===== src/rtl/hazard_pkg.sv =====
// Shared types and default constants for the hazard monitor.
package hazard_pkg;

  localparam int unsigned DEF_N_ZONES     = 4;
  localparam int unsigned DEF_DEBOUNCE    = 8;
  localparam int unsigned DEF_SYNC_STAGES = 2;
  localparam int unsigned NUM_SENSORS     = 4;

  // Per-zone supervisory state.
  typedef enum logic [1:0] {
    SAFE  = 2'd0,
    WARN  = 2'd1,
    ALARM = 2'd2,
    HELD  = 2'd3
  } zone_state_t;

  // Instantaneous classification of one zone's debounced sensors.
  typedef enum logic [1:0] {
    CLS_SAFE = 2'd0,
    CLS_WARN = 2'd1,
    CLS_RED  = 2'd2
  } zone_class_t;

  // Red dominates; warn covers heat alone, smoke with humidity, or gas without heat.
  function automatic zone_class_t classify(input logic g, input logic s,
                                           input logic h, input logic t);
    logic red;
    logic warn;
    red  = t & (s | g);
    warn = ~red & ((t & ~s & ~g) | (~t & s & h) | (~t & g));
    if (red)       return CLS_RED;
    else if (warn) return CLS_WARN;
    else           return CLS_SAFE;
  endfunction

endpackage


===== src/rtl/hazard_zone.sv =====
// One monitored zone: synchronisers, debouncers, classifier and latching FSM.
module hazard_zone
  import hazard_pkg::*;
#(
  parameter int unsigned DEBOUNCE    = DEF_DEBOUNCE,
  parameter int unsigned SYNC_STAGES = DEF_SYNC_STAGES
) (
  input  logic        clk,
  input  logic        rst,
  input  logic        g,
  input  logic        s,
  input  logic        h,
  input  logic        t,
  input  logic        ack,
  output zone_state_t state
);

  localparam int unsigned CNT_W = $clog2(DEBOUNCE);

  logic [NUM_SENSORS-1:0] sens_c;
  logic [NUM_SENSORS-1:0] sync_q [SYNC_STAGES];
  logic [NUM_SENSORS-1:0] deb_q;
  logic [CNT_W-1:0]       cnt_q  [NUM_SENSORS];
  zone_state_t            state_q;
  zone_state_t            state_d;
  zone_class_t            cls_c;

  // Bit order inside the zone: {t, h, s, g}.
  assign sens_c = {t, h, s, g};

  // Multi-flop synchroniser for the asynchronous sensor inputs.
  always_ff @(posedge clk) begin
    if (rst) begin
      for (int i = 0; i < int'(SYNC_STAGES); i++) sync_q[i] <= '0;
    end else begin
      sync_q[0] <= sens_c;
      for (int i = 1; i < int'(SYNC_STAGES); i++) sync_q[i] <= sync_q[i-1];
    end
  end

  // Accept a new sensor level only after DEBOUNCE consecutive differing samples.
  always_ff @(posedge clk) begin
    if (rst) begin
      deb_q <= '0;
      for (int b = 0; b < int'(NUM_SENSORS); b++) cnt_q[b] <= '0;
    end else begin
      for (int b = 0; b < int'(NUM_SENSORS); b++) begin
        if (sync_q[SYNC_STAGES-1][b] == deb_q[b]) begin
          cnt_q[b] <= '0;
        end else if (cnt_q[b] == CNT_W'(DEBOUNCE - 1)) begin
          deb_q[b] <= sync_q[SYNC_STAGES-1][b];
          cnt_q[b] <= '0;
        end else begin
          cnt_q[b] <= cnt_q[b] + CNT_W'(1);
        end
      end
    end
  end

  assign cls_c = classify(deb_q[0], deb_q[1], deb_q[2], deb_q[3]);

  // Zone state register.
  always_ff @(posedge clk) begin
    if (rst) state_q <= SAFE;
    else     state_q <= state_d;
  end

  // Next-state: red always wins; HELD waits for an acknowledge before following the classifier.
  always_comb begin
    state_d = state_q;
    unique case (state_q)
      SAFE, WARN: begin
        if (cls_c == CLS_RED)       state_d = ALARM;
        else if (cls_c == CLS_WARN) state_d = WARN;
        else                        state_d = SAFE;
      end
      ALARM: begin
        if (cls_c != CLS_RED) state_d = HELD;
      end
      HELD: begin
        if (cls_c == CLS_RED)       state_d = ALARM;
        else if (ack)               state_d = (cls_c == CLS_WARN) ? WARN : SAFE;
      end
      default: state_d = SAFE;
    endcase
  end

  assign state = state_q;

endmodule


===== src/rtl/hazard_monitor.sv =====
// Multi-zone hazard monitor with registered traffic-light aggregation.
module hazard_monitor
  import hazard_pkg::*;
#(
  parameter int unsigned N_ZONES     = DEF_N_ZONES,
  parameter int unsigned DEBOUNCE    = DEF_DEBOUNCE,
  parameter int unsigned SYNC_STAGES = DEF_SYNC_STAGES
) (
  input  logic               clk,
  input  logic               rst,
  input  logic [N_ZONES-1:0] IG,
  input  logic [N_ZONES-1:0] IS,
  input  logic [N_ZONES-1:0] IH,
  input  logic [N_ZONES-1:0] IT,
  input  logic [N_ZONES-1:0] Iack,
  output logic               Ored,
  output logic               Oyellow,
  output logic               Ogreen,
  output logic [N_ZONES-1:0] Ored_zones
);

  zone_state_t        zstate [N_ZONES];
  logic [N_ZONES-1:0] red_c;
  logic               warn_c;
  logic               safe_c;

  for (genvar z = 0; z < int'(N_ZONES); z++) begin : g_zone
    hazard_zone #(
      .DEBOUNCE    (DEBOUNCE),
      .SYNC_STAGES (SYNC_STAGES)
    ) u_zone (
      .clk   (clk),
      .rst   (rst),
      .g     (IG[z]),
      .s     (IS[z]),
      .h     (IH[z]),
      .t     (IT[z]),
      .ack   (Iack[z]),
      .state (zstate[z])
    );
  end

  // Decode zone states into red / warn / all-safe summaries.
  always_comb begin
    red_c  = '0;
    warn_c = 1'b0;
    safe_c = 1'b1;
    for (int z = 0; z < int'(N_ZONES); z++) begin
      red_c[z] = (zstate[z] == ALARM) || (zstate[z] == HELD);
      if (zstate[z] == WARN) warn_c = 1'b1;
      if (zstate[z] != SAFE) safe_c = 1'b0;
    end
  end

  // Output register; red beats yellow, green only when everything is safe.
  always_ff @(posedge clk) begin
    if (rst) begin
      Ored       <= 1'b0;
      Oyellow    <= 1'b0;
      Ogreen     <= 1'b1;
      Ored_zones <= '0;
    end else begin
      Ored       <= |red_c;
      Oyellow    <= ~(|red_c) & warn_c;
      Ogreen     <= safe_c;
      Ored_zones <= red_c;
    end
  end

endmodule


===== config.mk =====
export PLATFORM = sky130hd
export DESIGN_NAME = hazard_monitor
export DESIGN_NICKNAME = d
export VERILOG_FILES = /design/src/rtl/hazard_pkg.sv /design/src/rtl/hazard_zone.sv /design/src/rtl/hazard_monitor.sv
export SDC_FILE = /design/constraint.sdc
export NUM_CORES = 1
export LEC_CHECK = 0
export ABC_CLOCK_PERIOD_IN_PS = 3000
export BUFFER_PORTS_ARGS = -buffer_cell sky130_fd_sc_hd__buf_4
export CORE_MARGIN = 5
export CORE_UTILIZATION = 30
export CTS_BUF_LIST = sky130_fd_sc_hd__clkbuf_2 sky130_fd_sc_hd__clkbuf_4 sky130_fd_sc_hd__clkbuf_8
export DETAILED_ROUTE_END_ITERATION = 12
export GPL_TIMING_DRIVEN = 0
export PLACE_DENSITY = 0.48
export SYNTH_ARGS = -nofsm -noshare
export SYNTH_HDL_FRONTEND = slang
export SYNTH_SLANG_ARGS = --single-unit

===== constraint.sdc =====
create_clock -name clk -period 3 [get_ports clk]
set_input_delay 0 -clock clk [delete_from_list [all_inputs] [get_ports clk]]
set_output_delay 0 -clock clk [all_outputs]
set_load 0.05 [all_outputs]

==> impl_metrics.py <==
metrics = {
    "outcome": {
        "status": "finished, final reports clean",
    },
    "clock_tree": {
        "postCtsSetupBuffers": 0,
        "clock_sinks": 111,
        "cts_resized": 0,
        "cts_tree": "done",
        "insertion_delay_ns": 0.38,
        "root_buffer": "clkbuf_8",
        "cts.clk_slew.worst_paths_ns": 0.10,
        "cts_buffer_depth": 2,
        "htree_levels": 3,
        "cts_buffers": 9,
        "postCtsHoldBufs": 28,
    },
    "floorplan": {
        "core_mm2": 0.01503,
        "row_count": 45,
        "start_util": 0.3015,
        "die_h_um": 132.9,
        "io_pins": 29,
        "die_w_um": 132.9,
        "dieArea_mm2": 0.01766,
    },
    "power_and_ir_drop": {
        "design_power_total_w": 0.002788,
        "p_per_area_mw_per_mm2": 494.5,
        "sequentialPowerShare": 0.592,
        "pwr-share-clk": 0.347,
        "combPwrFrac": 0.061,
        "intPower_w": 0.002177,
        "power_switching_share": 0.2194,
        "p_sw_w": 0.0006116,
        "vdd_ir_drop_max_mv": 0.1678,
        "p_leak_nw": 2.218,
    },
    "logic_synthesis": {
        "synth_edf_count": 48,
        "ys_ff_latch": 111,
        "yosysMostFrequentCell": "dfxtp_1",
        "synth_area_leaders": "edfxtp_1 (32%), dfxtp_1 (28%), ha_1 (8.8%), nor2b_1 (5.2%), and2_1 (4.4%)",
        "yosysSeqAreaShare": 0.5964,
        "synth-async-reset-ratio": 0,
        "ys_types": 29,
        "yosysTopAreaCell": "edfxtp_1",
        "synth_ff_type": "dfxtp_1",
        "yosys_warnings": 0,
        "synth_cells": 339,
        "avgSynthCellArea_um2": 13.37,
        "synth_common_cells": "dfxtp_1 (63), edfxtp_1 (48), nor2b_1 (38)",
        "synth.cell_area_mm2": 0.004532,
        "synth_top_area_frac": 0.3181,
    },
    "grt": {
        "grt_pass1_wl_mm": 12.97,
        "grtUsageTotal": 0.09546,
        "grt_max_degree": 18,
        "antenna_found_initial": 0,
        "grt_overflow": 0,
        "grt_pass1_vias": 2679,
    },
    "route": {
        "dr_wl_met2_mm": 3.784,
        "dr_wl_met3_um": 231,
        "first_pass_iters": 4,
        "drc": 0,
        "ant_nets": 0,
        "viasPerCell": 4.115,
        "drt_iter0_drc": 84,
        "met1_length_mm": 3.619,
        "vias": 2654,
        "wl_per_cell_um": 12.15,
        "dr.max_layer_used": "met4",
        "wl_mm": 7.837,
    },
    "worst_setup_path": {
        "r2r_slack_ns": 1.53,
        "cp.depth": 4,
        "cp_data_arrival_time_ns": 1.72,
        "critPathSlowestCell": "edfxtp_1",
        "critical_path.endpoint": "g_zone[1].u_zone.cnt_q[2][2]",
        "critPathMaxStageDelay_ns": 0.45,
        "critPathCaptureType": "flop",
        "cp_max_fo": 3,
        "r2r-start": "g_zone[1].u_zone.cnt_q[2][0]",
        "crit_chain": "ha_1 > ha_1 > nor3_1 > and2_1",
        "r2r_end": "g_zone[1].u_zone.cnt_q[2][2]",
        "crit_type": "reg2reg",
        "critPathLaunch": "g_zone[1].u_zone.cnt_q[2][0]",
        "crit_required_ns": 3.26,
        "path_delay_family": "adder cells",
        "startpoint_type": "flop",
        "worst-path-buf-inv": 0,
        "crit_top_cell": "ha_1",
        "r2r.worst_path.cells": 4,
    },
    "timing": {
        "min_period_ns": 1.466,
        "hold_viol_final": 0,
        "max_freq_mhz": 682.1,
        "slew_headroom": 0.5733,
        "rsz0062_at_grt": "no",
        "finalSetupViolations": 0,
        "final.setup.tns_ns": 0,
        "clock_skew_ns": 0.006714,
        "worstMarginPinSlew_ns": 0.6400,
        "finalMaxSlewViolations": 0,
        "whs_ns": 0.1119,
        "post-route-period-util": 0.4887,
    },
    "final_layout": {
        "fill_cells": 1498,
        "finalNetCount": 506,
        "diodes": 0,
        "area_growth_pct": 24.41,
        "drive_above_1_share": 0.1554,
        "stdcell_count": 645,
    },
    "place": {
        "gp_congestion": 0.6492,
        "io_buffers": 27,
        "post-dp-hpwl_mm": 5.564,
        "dp_cells": 601,
    },
    "min_path": {
        "hold_class": "in2reg",
    },
    "job": {
        "drv_cap": 0,
    },
}
[power groups by stage]
stage               Combinational [W]  Sequential [W]  Clock [W]
floorplan                   0.0000952         0.00168          0
global placement             0.000143         0.00168          0
detailed placement           0.000145         0.00169          0
CTS                          0.000174         0.00165    0.00100
global route                 0.000196         0.00166    0.00106
finish                       0.000170         0.00165   0.000969
[cell families (layout without fill, tap and decap cells)]
family | after synthesis | after routing | share of synthesized area
xor gates and xnor gates | 16 | 16 | 0.03092
DFF | 111 | 111 | 0.5964
adders and majority gates | 32 | 32 | 0.08835
buffers and inverters | 11 | 82 | 0.01491
muxes | 16 | 16 | 0.03534
AOI/OAI and AO/OA | 17 | 17 | 0.02512
other | 1 | 48 | 0.0008275
and+or+nand+nor | 135 | 135 | 0.2082
[routing by layer]
| metal | track usage | up-vias |
|---|---|---|
| met3 | 0.02091 | 13 |
| met2 | 0.1611 | 28 |
| met1 | 0.1121 | 1241 |
| met4 | 0.05370 | 0 |
| li1 | - | 1372 |
| met5 | 0 | - |
[placed cells by master, fill, tap and decap left out, types with 3 or more instances in the layout]
cell	n
dfxtp_1	63
edfxtp_1	48
conb_1	48
nor2b_1	38
and2_1	32
ha_1	32
buf_4	28
dlygate4sd3_1	28
nor2_1	20
nor3_1	17
xnor2_1	16
mux2i_1	16
nor4_4	9
clkbuf_8	9
nor4_2	7
buf_2	6
nand2_1	6
a21oi_1	6
clkinv_2	4
o21ai_0	3
a211oi_1	3
nand2b_1	3
[state kept, by name, summed over array words and instances (netlist names)]
signal                cells
g_zone.u_zone.cnt_q      48
g_zone.u_zone.sync_q     32
g_zone.u_zone.deb_q      16
g_zone.u_zone.state       8
Ored_zones                4
Ogreen                    1
Ored                      1
Oyellow                   1
[area by class of cell]
| cell class | count | area [um^2] | area share |
|---|---|---|---|
| plain buffers | 10 | 63.81 | 0.01132 |
| clock buffers | 9 | 123.9 | 0.02197 |
| clock inverters | 7 | 87.58 | 0.01553 |
| inverters | 1 | 3.754 | 0.0006658 |
| multi-input cells | 264 | 1938 | 0.3438 |
| flip-flops and latches | 111 | 2703 | 0.4794 |
| well taps | 188 | 235.2 | 0.04172 |
| repair buffers | 55 | 483.0 | 0.08566 |
[worst min-delay path by stage]
stage,start,to,cells past startpoint
after floorplan,IG[0],g_zone[0].u_zone.sync_q[0][0],1
after global placement,IH[3],g_zone[3].u_zone.sync_q[0][2],2
after detailed placement,IH[3],g_zone[3].u_zone.sync_q[0][2],2
after CTS,rst,g_zone[0].u_zone.sync_q[0][4],2
after global routing,rst,g_zone[0].u_zone.sync_q[0][6],2
final,rst,g_zone[0].u_zone.sync_q[0][4],2
[metrics by stage]
step / worst slack (ns) / util / area [um^2]
after floorplan: 1.667 / - / 4708
after global placement: 1.562 / 0.3423 / 5146
after detailed placement: 1.550 / 0.3423 / 5146
after CTS: 1.520 / 0.3750 / 5638
after global routing: 1.407 / 0.3750 / 5638
final: 1.534 / 0.3750 / 5638
(Power assumes the default switching activity.)
